--- config.mk ---
export PLATFORM = sky130hd
export DESIGN_NAME = axis_ask_uart_rx_flat
export DESIGN_NICKNAME = d
export VERILOG_FILES = /design/src/rtl/ask_uart_pkg.sv /design/src/rtl/axis_ask_uart_rx_if.sv /design/src/rtl/axis_fifo_fwft.sv /design/src/rtl/axis_ask_uart_rx.sv /design/src/flat_wrapper.sv
export SDC_FILE = /design/constraint.sdc
export NUM_CORES = 1
export LEC_CHECK = 0
export BUFFER_PORTS_ARGS = -buffer_cell sky130_fd_sc_hd__buf_4
export CORE_ASPECT_RATIO = 1.1
export CORE_UTILIZATION = 50
export DETAILED_ROUTE_END_ITERATION = 10
export PLACE_DENSITY = 0.66
export SYNTH_ARGS = -nofsm -noshare
export SYNTH_HDL_FRONTEND = slang
export SYNTH_SLANG_ARGS = --single-unit
--- constraint.sdc ---
create_clock -name clk -period 5.1 [get_ports clk]
set_input_delay 1.275 -clock clk [delete_from_list [all_inputs] [get_ports clk]]
set_output_delay 1.275 -clock clk [all_outputs]
set_load 0.01 [all_outputs]
--- src/rtl/ask_uart_pkg.sv ---
// Shared ASK UART definitions: line symbols, frame width, receiver FSM states
// and the symbol decoder used by both the RX deframer and the TX wrapper.
package ask_uart_pkg;

   // ASK comparator levels on the wing pins (2'b10 is also no carrier)
   localparam logic [1:0] ASK_MARK  = 2'b11;
   localparam logic [1:0] ASK_SPACE = 2'b01;
   localparam logic [1:0] ASK_OFF   = 2'b00;

   localparam int unsigned UART_DATA_BITS = 8;

   typedef enum logic [2:0] {
      IDLE,
      START,
      DATA,
      STOP,
      WAIT_IDLE
   } rx_state_t;

   // Decoded line symbol: carrier present, and the UART bit it carries
   typedef struct packed {
      logic carrier;
      logic mark;
   } ask_sym_t;

   function automatic ask_sym_t ask_decode(input logic [1:0] sym);
      ask_sym_t d;
      d.carrier = (sym == ASK_MARK) || (sym == ASK_SPACE);
      d.mark    = (sym == ASK_MARK);
      return d;
   endfunction

endpackage

--- src/rtl/axis_ask_uart_rx_if.sv ---
// AXI-Stream byte channel carrying received UART characters.
//   tdata  : received byte
//   tvalid : byte available
//   tready : consumer accepts the byte
interface axis_ask_uart_rx_if
   import ask_uart_pkg::*;
   ();

   logic [UART_DATA_BITS-1:0] tdata;
   logic                      tvalid;
   logic                      tready;

   modport master (output tdata, output tvalid, input tready);
   modport slave  (input tdata, input tvalid, output tready);

endinterface

--- src/rtl/axis_fifo_fwft.sv ---
// First-word-fall-through FIFO with a registered AXI-Stream read side.
//   clk, rst          : clock, async active-high reset
//   wr_req, wr_data   : write request and byte (dropped when full and not read)
//   tdata/tvalid/tready : AXIS output, tdata held while tvalid & !tready
//   overflow          : one-cycle pulse when a write is dropped
module axis_fifo_fwft #(
   parameter int unsigned ADDR_W = 4,
   parameter int unsigned DATA_W = 8
) (
   input  logic              clk,
   input  logic              rst,
   input  logic              wr_req,
   input  logic [DATA_W-1:0] wr_data,
   output logic [DATA_W-1:0] tdata,
   output logic              tvalid,
   input  logic              tready,
   output logic              overflow
);

   localparam int unsigned DEPTH = 1 << ADDR_W;
   localparam int unsigned PTR_W = ADDR_W + 1;

   logic [DATA_W-1:0] mem [DEPTH];
   logic [PTR_W-1:0]  wr_ptr, rd_ptr;
   logic [PTR_W-1:0]  wr_next_c, rd_next_c;
   logic              full_c, rd_fire_c, wr_en_c, valid_next_c;
   logic [DATA_W-1:0] head_next_c;

   // Pointer arithmetic; a read in the same cycle frees a slot for a write when full
   always_comb begin
      full_c       = (wr_ptr[ADDR_W] != rd_ptr[ADDR_W]) &&
                     (wr_ptr[ADDR_W-1:0] == rd_ptr[ADDR_W-1:0]);
      rd_fire_c    = tvalid && tready;
      wr_en_c      = wr_req && (!full_c || rd_fire_c);
      rd_next_c    = rd_ptr + PTR_W'(rd_fire_c);
      wr_next_c    = wr_ptr + PTR_W'(wr_en_c);
      valid_next_c = (wr_next_c != rd_next_c);
      // Bypass when the byte being written becomes the next head
      if (wr_en_c && (wr_ptr[ADDR_W-1:0] == rd_next_c[ADDR_W-1:0]))
         head_next_c = wr_data;
      else
         head_next_c = mem[rd_next_c[ADDR_W-1:0]];
   end

   // Storage array, no reset needed
   always_ff @(posedge clk) begin
      if (wr_en_c)
         mem[wr_ptr[ADDR_W-1:0]] <= wr_data;
   end

   // Pointers and registered output side
   always_ff @(posedge clk or posedge rst) begin
      if (rst) begin
         wr_ptr   <= '0;
         rd_ptr   <= '0;
         tvalid   <= 1'b0;
         tdata    <= '0;
         overflow <= 1'b0;
      end else begin
         wr_ptr   <= wr_next_c;
         rd_ptr   <= rd_next_c;
         tvalid   <= valid_next_c;
         if (valid_next_c)
            tdata <= head_next_c;
         overflow <= wr_req && !wr_en_c;
      end
   end

endmodule

--- src/rtl/axis_ask_uart_rx.sv ---
// ASK UART receiver: resynchronises the 2-bit ASK level, deframes 8N1
// characters by mid-bit sampling and queues bytes in a FWFT FIFO.
//   clk, rst    : clock, async active-high reset
//   ask_rx      : ASK level (11 mark, 01 space, 00/10 no carrier)
//   axis        : AXIS master carrying received bytes
//   frame_err   : pulse, stop bit sampled as space
//   carrier_err : pulse, no carrier at a sample point inside a frame
//   overflow    : pulse, good byte dropped because the FIFO was full
//   busy        : deframer not idle
module axis_ask_uart_rx
   import ask_uart_pkg::*;
#(
   parameter int unsigned RX_SIZE     = 4,
   parameter int unsigned clkdiv_rx   = 100,
   parameter int unsigned sync_stages = 2
) (
   input  logic                      clk,
   input  logic                      rst,
   input  logic [1:0]                ask_rx,
   axis_ask_uart_rx_if.master        axis,
   output logic                      frame_err,
   output logic                      carrier_err,
   output logic                      overflow,
   output logic                      busy
);

   localparam int unsigned TICK_W = $clog2(clkdiv_rx);
   localparam int unsigned BIT_W  = $clog2(UART_DATA_BITS);
   localparam logic [TICK_W-1:0] TICK_FULL = TICK_W'(clkdiv_rx - 1);
   localparam logic [TICK_W-1:0] TICK_HALF = TICK_W'(clkdiv_rx / 2 - 1);
   localparam logic [BIT_W-1:0]  BIT_LAST  = BIT_W'(UART_DATA_BITS - 1);

   logic [1:0]                sync_q [sync_stages];
   ask_sym_t                  sym_c;
   rx_state_t                 state;
   logic [TICK_W-1:0]         tick;
   logic [BIT_W-1:0]          bit_cnt;
   logic [UART_DATA_BITS-1:0] shift;
   logic                      wr_c;

   // Resynchroniser; idles at mark so reset never looks like a start bit
   always_ff @(posedge clk or posedge rst) begin
      if (rst) begin
         for (int i = 0; i < int'(sync_stages); i++)
            sync_q[i] <= ASK_MARK;
      end else begin
         sync_q[0] <= ask_rx;
         for (int i = 1; i < int'(sync_stages); i++)
            sync_q[i] <= sync_q[i-1];
      end
   end

   assign sym_c = ask_decode(sync_q[sync_stages-1]);

   // Good stop bit writes the byte in the stop-sample cycle
   assign wr_c = (state == STOP) && (tick == '0) && sym_c.carrier && sym_c.mark;

   // Deframer FSM; tick counts down to the next mid-bit sample point
   always_ff @(posedge clk or posedge rst) begin
      if (rst) begin
         state       <= IDLE;
         tick        <= '0;
         bit_cnt     <= '0;
         shift       <= '0;
         frame_err   <= 1'b0;
         carrier_err <= 1'b0;
         busy        <= 1'b0;
      end else begin
         frame_err   <= 1'b0;
         carrier_err <= 1'b0;
         case (state)
            IDLE: begin
               if (sym_c.carrier && !sym_c.mark) begin
                  state   <= START;
                  busy    <= 1'b1;
                  tick    <= TICK_HALF;
                  bit_cnt <= '0;
               end
            end
            START: begin
               if (tick != '0) begin
                  tick <= tick - TICK_W'(1);
               end else begin
                  tick <= TICK_FULL;
                  if (!sym_c.carrier) begin
                     carrier_err <= 1'b1;
                     state       <= WAIT_IDLE;
                  end else if (sym_c.mark) begin
                     // Start bit did not hold to mid-bit: treat as a glitch
                     state <= IDLE;
                     busy  <= 1'b0;
                  end else begin
                     state <= DATA;
                  end
               end
            end
            DATA: begin
               if (tick != '0) begin
                  tick <= tick - TICK_W'(1);
               end else begin
                  tick <= TICK_FULL;
                  if (!sym_c.carrier) begin
                     carrier_err <= 1'b1;
                     state       <= WAIT_IDLE;
                  end else begin
                     shift   <= {sym_c.mark, shift[UART_DATA_BITS-1:1]};
                     bit_cnt <= bit_cnt + BIT_W'(1);
                     if (bit_cnt == BIT_LAST)
                        state <= STOP;
                  end
               end
            end
            STOP: begin
               if (tick != '0) begin
                  tick <= tick - TICK_W'(1);
               end else if (!sym_c.carrier) begin
                  carrier_err <= 1'b1;
                  state       <= WAIT_IDLE;
               end else if (sym_c.mark) begin
                  state <= IDLE;
                  busy  <= 1'b0;
               end else begin
                  frame_err <= 1'b1;
                  state     <= WAIT_IDLE;
               end
            end
            WAIT_IDLE: begin
               // Hold off resync through a break or dead carrier
               if (sym_c.carrier && sym_c.mark) begin
                  state <= IDLE;
                  busy  <= 1'b0;
               end
            end
            default: begin
               state <= IDLE;
               busy  <= 1'b0;
            end
         endcase
      end
   end

   axis_fifo_fwft #(
      .ADDR_W (RX_SIZE),
      .DATA_W (UART_DATA_BITS)
   ) u_fifo (
      .clk      (clk),
      .rst      (rst),
      .wr_req   (wr_c),
      .wr_data  (shift),
      .tdata    (axis.tdata),
      .tvalid   (axis.tvalid),
      .tready   (axis.tready),
      .overflow (overflow)
   );

endmodule

--- src/flat_wrapper.sv ---
// flat-port wrapper written by rule: the top's interface ports become plain ports
module axis_ask_uart_rx_flat import ask_uart_pkg::*;
#(
   parameter int unsigned RX_SIZE     = 4,
   parameter int unsigned clkdiv_rx   = 100,
   parameter int unsigned sync_stages = 2
)
  (clk, rst, ask_rx, frame_err, carrier_err, overflow, busy, axis_tdata, axis_tvalid, axis_tready);
  axis_ask_uart_rx_if axis_i ();
  input  logic clk;
  input  logic rst;
  input  logic [1:0] ask_rx;
  output logic frame_err;
  output logic carrier_err;
  output logic overflow;
  output logic busy;
  output wire logic [$bits(axis_i.tdata)-1:0] axis_tdata;
  output wire logic [$bits(axis_i.tvalid)-1:0] axis_tvalid;
  input wire logic [$bits(axis_i.tready)-1:0] axis_tready;
  assign axis_tdata = axis_i.tdata;
  assign axis_tvalid = axis_i.tvalid;
  assign axis_i.tready = axis_tready;
  axis_ask_uart_rx #(.RX_SIZE(RX_SIZE), .clkdiv_rx(clkdiv_rx), .sync_stages(sync_stages)) u_core (.clk(clk), .rst(rst), .ask_rx(ask_rx), .axis(axis_i), .frame_err(frame_err), .carrier_err(carrier_err), .overflow(overflow), .busy(busy));
endmodule
==> results of run 1 <==
==> state kept, by name, indices dropped and copies added, names as in the netlist <==
name / flops
u_core.u_fifo.mem: 128
u_core.sync_q: 4
u_core.bit_cnt: 3
u_core.busy: 1
u_core.u_fifo.rd_ptr: 5
u_core.u_fifo.overflow: 1
u_core.u_fifo.tvalid: 1
u_core.frame_err: 1
u_core.shift: 8
u_core.u_fifo.wr_ptr: 5
u_core.state: 3
u_core.tick: 7
u_core.u_fifo.tdata: 8
u_core.carrier_err: 1
==> worst paths after layout <==
kind                                     endpoint
hold reg to reg                  u_core.sync_q[1]
setup / recovery           u_core.u_fifo.tdata[7]
max in group asynchronous       u_core.bit_cnt[1]
min in group asynchronous  u_core.u_fifo.tdata[0]
hold / removal                   u_core.sync_q[1]
setup reg to reg           u_core.u_fifo.tdata[7]
==> cells in the final DEF, fill, tap and decap left out, drive strengths merged, types with 2 or more instances in the layout <==
cell and count:
nand4 6, a2bb2oi 4, xnor2 12, and2 3
nand3 22, dfstp 4, mux2 8, nor2 16
clkinv 5, nor4 15, mux4 32, ha 8
clkbuf 19, nand2b 5, edfxtp 128, mux2i 25
clkinvlp 2, nand2 12, nor2b 2, nor3 12
o21ai 16, inv 16, bufinv 3, buf 32
a21oi 7, a31oi 10, dfrtp 44, xor2 10
==> cell type report <==
| cell class | count | area, um^2 | share of cell area (%) |
|---|---|---|---|
| well taps | 192 | 240 | 2.82 |
| clock buffers | 19 | 433 | 5.09 |
| repair buffers | 32 | 265 | 3.12 |
| flip-flops and latches | 176 | 5050 | 59.4 |
| multi-input cells | 242 | 2310 | 27.2 |
| clock inverters | 13 | 160 | 1.88 |
| inverters | 13 | 48.8 | 0.574 |
==> through the flow <==
step | instances | setup WS [ps]
floorplan | 453 | 1510
global placement | 655 | 862
detailed placement | 655 | 707
CTS | 687 | 996
global route | 687 | 661
finish | 687 | 914
==> worst max-delay path: stages, from the launching register on <==
cell and delay, ps:
dfrtp_1 430, inv_1 100, ha_1 150, nor2b_1 360
nand4_2 280, a211o_1 540, inv_2 240, ha_1 210
ha_1 190, nand3_1 100, xnor2_1 260, xor2_1 520
or3_1 490, a31oi_2 160
==> kinds of logic after synthesis <==
logic type               after synthesis  share of synthesized area, %
AO/OA/AOI/OAI                         47                          4.68
XOR/XNOR                              23                          3.36
adder cells (fa/ha/maj)                8                          1.33
buffers and inverters                 35                          2.11
flip-flops                           176                          67.2
multiplexers                          65                          14.1
AND/OR/NAND/NOR                       99                          7.22
==> where the power goes <==
part	switching (W)	internal, W	total, W
clock network	0.000534	0.000771	0.00130
logic	0.000829	0.000719	0.00155
registers	0.000117	0.00162	0.00174
total	0.00148	0.00311	0.00459
==> per-layer routing <==
metal / share of wire (%) / vias to the layer above
li1: - / 1836
met1: 45 / 2042
met2: 48 / 87
met3: 3.9 / 22
met4: 2.3 / 0
met5: 0 / -
==> flow_summary.toml, run 1 <==
[routing]
vias = 3987
routed_wl_mm = 14.6
drt_iter0_markers = 296
via_per_inst = 5.80
drc = 0
drtPass1Iterations = 5
ant_nets = 0
wl_per_cell_um = 21.2

[logic_synthesis]
yosysWarnings = 0
ys_ff_latch = 176
ys.flop_type = "edfxtp_1"
avgSynthCellArea_um2 = 16.6
syn_nets = 466
synthTopCellsByCount = "128 x edfxtp_1, 44 x dfrtp_1, 32 x mux4_2"
synth_async_sr_flop_share_pct = 27.3
synthCells = 453
ys_types = 55
synth_most_common_cell = "edfxtp_1"
synthesis.area_um2 = 7520
synth_top_area_share_pct = 51.1
synth_edf_count = 128
synth_top_area_cell = "edfxtp_1"
seq_area_frac_synth_pct = 67.2
synthTopCellsByArea = "edfxtp_1 51%, dfrtp_1 15%, mux4_2 9.6%"

[sta]
whs_ps = 355
slew_headroom_pct = 33.7
fin_skew_ps = 6.54
rsz0062_at_grt = "no"
slew_violations = 0
post-route-period-util_pct = 82.1
finalCriticalPeriod_ps = 4190
fmax_ghz = 0.239
setup_tns_ps = 0
finalSetupViolCount = 0
max_slew.worst_pin.slew_ps = 994
hold_violations = 0

[clock_tree]
cts_hold_buf = 0
cts.sinks = 176
cts_buffers = 17
cts_tree = "built"
cts_setup_buffers = 0
cts-resized-gates = 0
clock_path_buffers = 2
h-tree-depth = 4
clkSlewWorstSetupHoldPaths_ps = 60
clkLatencyLatePin_ps = 430
root_buffer = "clkbuf_16"

[pwr]
total_power_w = 0.00459
p_leak_nw = 3.09
irDropWorstVdd_mv = 0.222
pwr_density_cell_nw_per_um2 = 540

[global_routing]
grt-busiest-layer = "met2"
grtUsageMet1_pct = 27.8
grt_max_degree = 49
grt.met3_usage_pct = 4.38
grt_pass1_vias = 3992
grt_use_total_pct = 20.5
use_met2_pct = 32.6
antenna_found_initial = 0
overflow = 0
grt_pass1_wl_mm = 22.9

[hold_path]
hold_class = "reg2reg"
min_path_cells = 0
hold_start = "u_core.sync_q[3]"

[setup_path]
cp_max_fo = 17
crit_start = "u_core.tick[0]"
r2r.worst_path.cells = 13
criticalPathCategory = "reg2reg"
rr_startpoint = "u_core.tick[0]"
critPathArrivalTime_ps = 4470
crit_required_ps = 5390
r2r_setup_slack_ps = 910
end_kind = "flop"
startpoint_type = "flop"

[placed_design]
hpwl_mm = 9.12
dpl-instance-area_um2 = 7920
gp_congestion = 0.821
place.port_buffers = 17

[floorplanning]
rows = 46
io_pins = 18
die_w_um = 119
core_area_um2 = 14600
start_util_pct = 51.6
die_h_um = 131
die-area_um2 = 15500

[status]
status = "finished clean"

[cells_and_area]
layout.nets = 495
diodes = 0
final_util_pct = 58.4
final_area_um2 = 8510
drive_above_1_share_pct = 25.3
nFillCells = 1109
syn2layout_area_growth_pct = 13.2

[run]
timing.max_cap.violations = 0
Power figures use the tool's default switching activity.
==> inputs of run 2 (changes only) <==
Settings changed: ABC_AREA set to 1, PLACE_DENSITY 0.66 to 0.68.
Clock period 5.1 ns to 3.65 ns, I/O delays scaled along.
==> flow_summary.toml, run 2 <==
[logic_synthesis]
seq_area_frac_synth_pct = 62.6
synth_top_area_cell = "edfxtp_1"
yosysWarnings = 0
syn_nets = 853
ys_ff_latch = 176
ys.flop_type = "edfxtp_1"
synthCells = 840
synth_top_area_share_pct = 47.7
synth_most_common_cell = "nand2_1"
synthTopCellsByArea = "edfxtp_1 48%, dfrtp_1 14%, nand2_1 12%"
synthesis.area_um2 = 8070
avgSynthCellArea_um2 = 9.60
synth_edf_count = 128
ys_types = 32
synth_async_sr_flop_share_pct = 27.3
synthTopCellsByCount = "263 x nand2_1, 136 x inv_1, 128 x edfxtp_1"

[routing]
routed_wl_mm = 17.3
ant_nets = 0
vias = 5488
drtPass1Iterations = 5
wl_per_cell_um = 16.1
drt_iter0_markers = 533
via_per_inst = 5.11
drc = 0

[sta]
finalSetupViolCount = 0
setup_tns_ps = 0
fin_skew_ps = 7.71
slew_violations = 0
fmax_ghz = 0.333
finalWorstSetupSlack_ps = 645
post-route-period-util_pct = 82.3
whs_ps = 358
hold_violations = 0
rsz0062_at_grt = "no"
slew_headroom_pct = 35.2
finalCriticalPeriod_ps = 3000
max_slew.worst_pin.slew_ps = 970

[global_routing]
grt_pass1_wl_mm = 28.2
grt_pass1_vias = 5300
grt_max_degree = 68
grt_use_total_pct = 23.2
overflow = 0
antenna_found_initial = 0

[pwr]
irDropWorstVdd_mv = 0.532
pwr_density_cell_nw_per_um2 = 786
total_power_w = 0.00711
p_leak_nw = 4.17

[setup_path]
end_kind = "flop"
criticalPathCategory = "reg2reg"
startpoint_type = "flop"
cp_max_fo = 10
critPathArrivalTime_ps = 3370
crit_required_ps = 4020

[floorplanning]
die-area_um2 = 16600
start_util_pct = 51.3
rows = 48
die_w_um = 123
core_area_um2 = 15700
die_h_um = 135
io_pins = 18

[clock_tree]
root_buffer = "clkbuf_16"
clkLatencyLatePin_ps = 430
h-tree-depth = 4
clock_path_buffers = 2
cts_tree = "built"
cts-resized-gates = 0
cts_setup_buffers = 0
cts.sinks = 176
cts_hold_buf = 0
cts_buffers = 17
clkSlewWorstSetupHoldPaths_ps = 60

[cells_and_area]
final_common_cell = "nand2_1"
nFillCells = 1336
multiInputGateArea_um2 = 2350
drive_above_1_share_pct = 10.5
layout.nets = 874
regArea_um2 = 5050
diodes = 0
syn2layout_area_growth_pct = 12.2
final_cell_mix = "263 x nand2_1, 134 x inv_1, 128 x edfxtp_1, 109 x nand3_1, 44 x dfrtp_1"
largest_register_ffs = 128
final_util_pct = 57.5

[hold_path]
hold_class = "reg2reg"

[placed_design]
dpl_worst_slack_ps = 380
place.port_buffers = 17
gp_congestion = 0.849
hpwl_mm = 11.0

[status]
status = "finished clean"

[run]
timing.max_cap.violations = 0
-- run 2: per-layer routing --
metal	up-vias	wire length (um)	global-route usage [%]
met5	-	0	0
met4	0	328	8.77
li1	2739	-	-
met2	152	8260	35.7
met1	2575	7700	33.0
met3	22	1000	4.17
-- run 2: cell type report --
cell class | count | share of cell area (%)
clock buffer | 20 | 4.83
multi-input combinational | 496 | 25.9
clock inverter | 12 | 2.36
timing repair buffer | 28 | 2.32
inverter | 142 | 5.96
tap | 200 | 2.77
sequential | 176 | 55.8
-- run 2: power breakdown --
group / switching [W] / leakage (nW) / total [W] / internal [W]
clock: 0.000724 / 0.313 / 0.00200 / 0.00128
sequential: 0.000111 / 1.81 / 0.00239 / 0.00228
combinational: 0.00186 / 2.05 / 0.00273 / 0.000864
total: 0.00270 / 4.17 / 0.00711 / 0.00442
-- run 2: worst paths after layout --
check                                       from                      end  slack [ps]  depth (start not counted)
max in group asynchronous                    rst          u_core.state[2]        2330                          2
worst min-delay path            u_core.sync_q[3]         u_core.sync_q[1]         360                          0
worst max-delay path              u_core.tick[0]   u_core.u_fifo.tdata[7]         650                         19
min in group asynchronous                    rst  u_core.u_fifo.rd_ptr[1]         700                          2
worst max register to register    u_core.tick[0]   u_core.u_fifo.tdata[7]         650                         19
worst min register to register  u_core.sync_q[3]         u_core.sync_q[1]         360                          0
-- run 2: critical path: stages, from the launching register on --
cell      delay, ps
dfrtp_1         380
inv_1           100
ha_1            140
inv_1            30
nor2_1          170
nand3_1         250
nor2_4          320
nand2_4          90
inv_6            80
ha_1            170
ha_1            190
xor2_1          230
inv_1            60
nand2_1          60
nand3_1          70
nor2_1          210
nand2_4         130
clkinv_2        120
nand2_1          60
nand2_1          60
-- run 2: cell families (layout without fill, tap and decap cells) --
logic type,after synthesis,in the layout,share of synthesized area (%)
simple gates,444,444,23.9
flops,176,176,62.6
buf+inv,168,202,8.33
compound gates,26,26,1.72
xor+xnor,11,11,1.19
fa+ha+maj,8,8,1.24
mux,7,7,0.977
-- run 2: through the flow --
step | cell area, um^2 | cells
after global routing | 9050 | 1074
after detailed placement | 8400 | 1042
after CTS | 9050 | 1074
after floorplan | 8070 | 840
final | 9050 | 1074
after global placement | 8400 | 1042
==> inputs of run 3 (changes only) <==
Settings changed: PLACE_DENSITY 0.68 to 0.66.
Clock period 3.65 ns to 3 ns, I/O delays scaled along.
==> flow_summary.toml, run 3 (synthesis results as in run 2) <==
[hold_path]
hold_start = "u_core.sync_q[3]"
hold_class = "reg2reg"

[setup_path]
cp_max_fo = 10
crit_required_ps = 3320
cp_num_buf_inv = 4
end_kind = "flop"
critPathArrivalTime_ps = 3010
slowest_delay_ps = 380
startpoint_type = "flop"
cp_slowest_cell = "dfrtp_1"
rr_startpoint = "u_core.tick[0]"
crit_start = "u_core.tick[0]"
crit_top_cell = "nand2_1"
cp_cell_sequence = "inv_1 -> ha_1 -> inv_1 -> nor2_2 -> nand3_2 -> nor2_4 -> nand2_4 -> inv_6 -> ha_1 -> ha_1 -> nand3_1 -> xor2_2 -> nand2_1 -> nand2_1 -> nor2_2 -> nand2_4 -> clkinv_2 -> nand2_1 -> nand2_1"
crit_family = "simple AND/OR/NAND/NOR gates"
criticalPathCategory = "reg2reg"

[clock_tree]
clkSlewWorstSetupHoldPaths_ps = 60
h-tree-depth = 4
cts.sinks = 176
cts_tree = "built"
cts_hold_buf = 0
root_buffer = "clkbuf_16"
clkLatencyLatePin_ps = 430
cts_buffers = 17
clock_path_buffers = 2

[floorplanning]
rows = 48
io_pins = 18
core_area_um2 = 15700
die_h_um = 135
start_util_pct = 51.3
die_w_um = 123
die-area_um2 = 16600

[cells_and_area]
diodes = 0
largest_register_ffs = 128
syn2layout_area_growth_pct = 14.0
drive_above_1_share_pct = 13.6
multiInputGateArea_um2 = 2370
nFillCells = 1348
final_common_cell = "nand2_1"
final_cell_mix = "263 x nand2_1, 134 x inv_1, 128 x edfxtp_1, 108 x nand3_1, 48 x buf_4"
regArea_um2 = 5050
layout.nets = 898
final_area_um2 = 9190

[sta]
hold_violations = 0
max_slew.worst_pin.slew_ps = 866
finalSetupViolCount = 0
slew_headroom_pct = 42.3
finalCriticalPeriod_ps = 2690
setup_tns_ps = 0
fin_skew_ps = 9.06
fmax_ghz = 0.371
rsz0062_at_grt = "no"
post-route-period-util_pct = 89.8
slew_violations = 0

[global_routing]
grt_pass1_vias = 5191
overflow = 0
antenna_found_initial = 0
grt_pass1_wl_mm = 27.6
grt_use_total_pct = 22.8
grt_max_degree = 49

[placed_design]
place.port_buffers = 17
hpwl_mm = 11.4
dpl-instance-area_um2 = 8600
gp_congestion = 0.862

[routing]
drc = 0
via_per_inst = 5.09
wl_per_cell_um = 16.0
drt_iter0_markers = 409
ant_nets = 0
drtPass1Iterations = 5
routed_wl_mm = 17.6
vias = 5592

[pwr]
p_leak_nw = 4.27
pwr_density_cell_nw_per_um2 = 918
irDropWorstVdd_mv = 0.580

[run]
timing.max_cap.violations = 0

[status]
status = "finished clean"
==> run 3: area by class of cell <==
cell class	instances	area share, %
Sequential cell	176	54.9
Inverter	142	5.87
Timing Repair Buffer	52	4.79
Clock buffer	17	4.63
Tap cell	200	2.72
Clock inverter	15	1.31
Multi-Input combinational cell	496	25.8
==> run 3: worst paths after layout <==
kind	cells past startpoint	slack [ps]	endpoint
worst max-delay path	19	310	u_core.u_fifo.tdata[0]
worst min-delay path	0	360	u_core.sync_q[1]
worst max register to register	19	310	u_core.u_fifo.tdata[0]
worst min register to register	0	360	u_core.sync_q[1]
max in group asynchronous	3	2120	u_core.u_fifo.overflow
min in group asynchronous	3	460	u_core.u_fifo.rd_ptr[0]
==> run 3: through the flow <==
| step | utilization (%) | hold WS, ps | power, W | setup WS [ps] | std cells |
|---|---|---|---|---|---|
| 2_1_floorplan | - | 345 | 0.00525 | 287 | 840 |
| 3_3_place_gp | 54.7 | 348 | 0.00636 | 156 | 1063 |
| 3_5_place_dp | 54.7 | 349 | 0.00639 | 73.3 | 1063 |
| 4_1_cts | 58.2 | 358 | 0.00845 | 80.5 | 1095 |
| 5_1_grt | 58.4 | 359 | 0.00900 | 41.6 | 1098 |
| 6_report | 58.4 | 357 | 0.00844 | 306 | 1098 |
==> run 3: repair_timing <==
item / 4_1_cts / 5_1_grt
resized for setup: 0 / 5
setup buffers: 0 / 3
setup endpoints to repair: 0 / 9
==> run 3: report_power, final <==
part | leakage (nW) | internal (W) | switching, W
Combinational | 2.19 | 0.00118 | 0.00229
Clock | 0.267 | 0.00113 | 0.000919
Sequential | 1.81 | 0.00277 | 0.000142
Total | 4.27 | 0.00509 | 0.00336
==> run 3: layer usage <==
metal | global-route usage, % | part of all wire, % | up-vias
li1 | - | - | 2789
met1 | 31.2 | 44 | 2613
met2 | 35.7 | 48 | 160
met3 | 4.84 | 6.0 | 30
met4 | 8.70 | 2.5 | 0
met5 | 0 | 0 | -
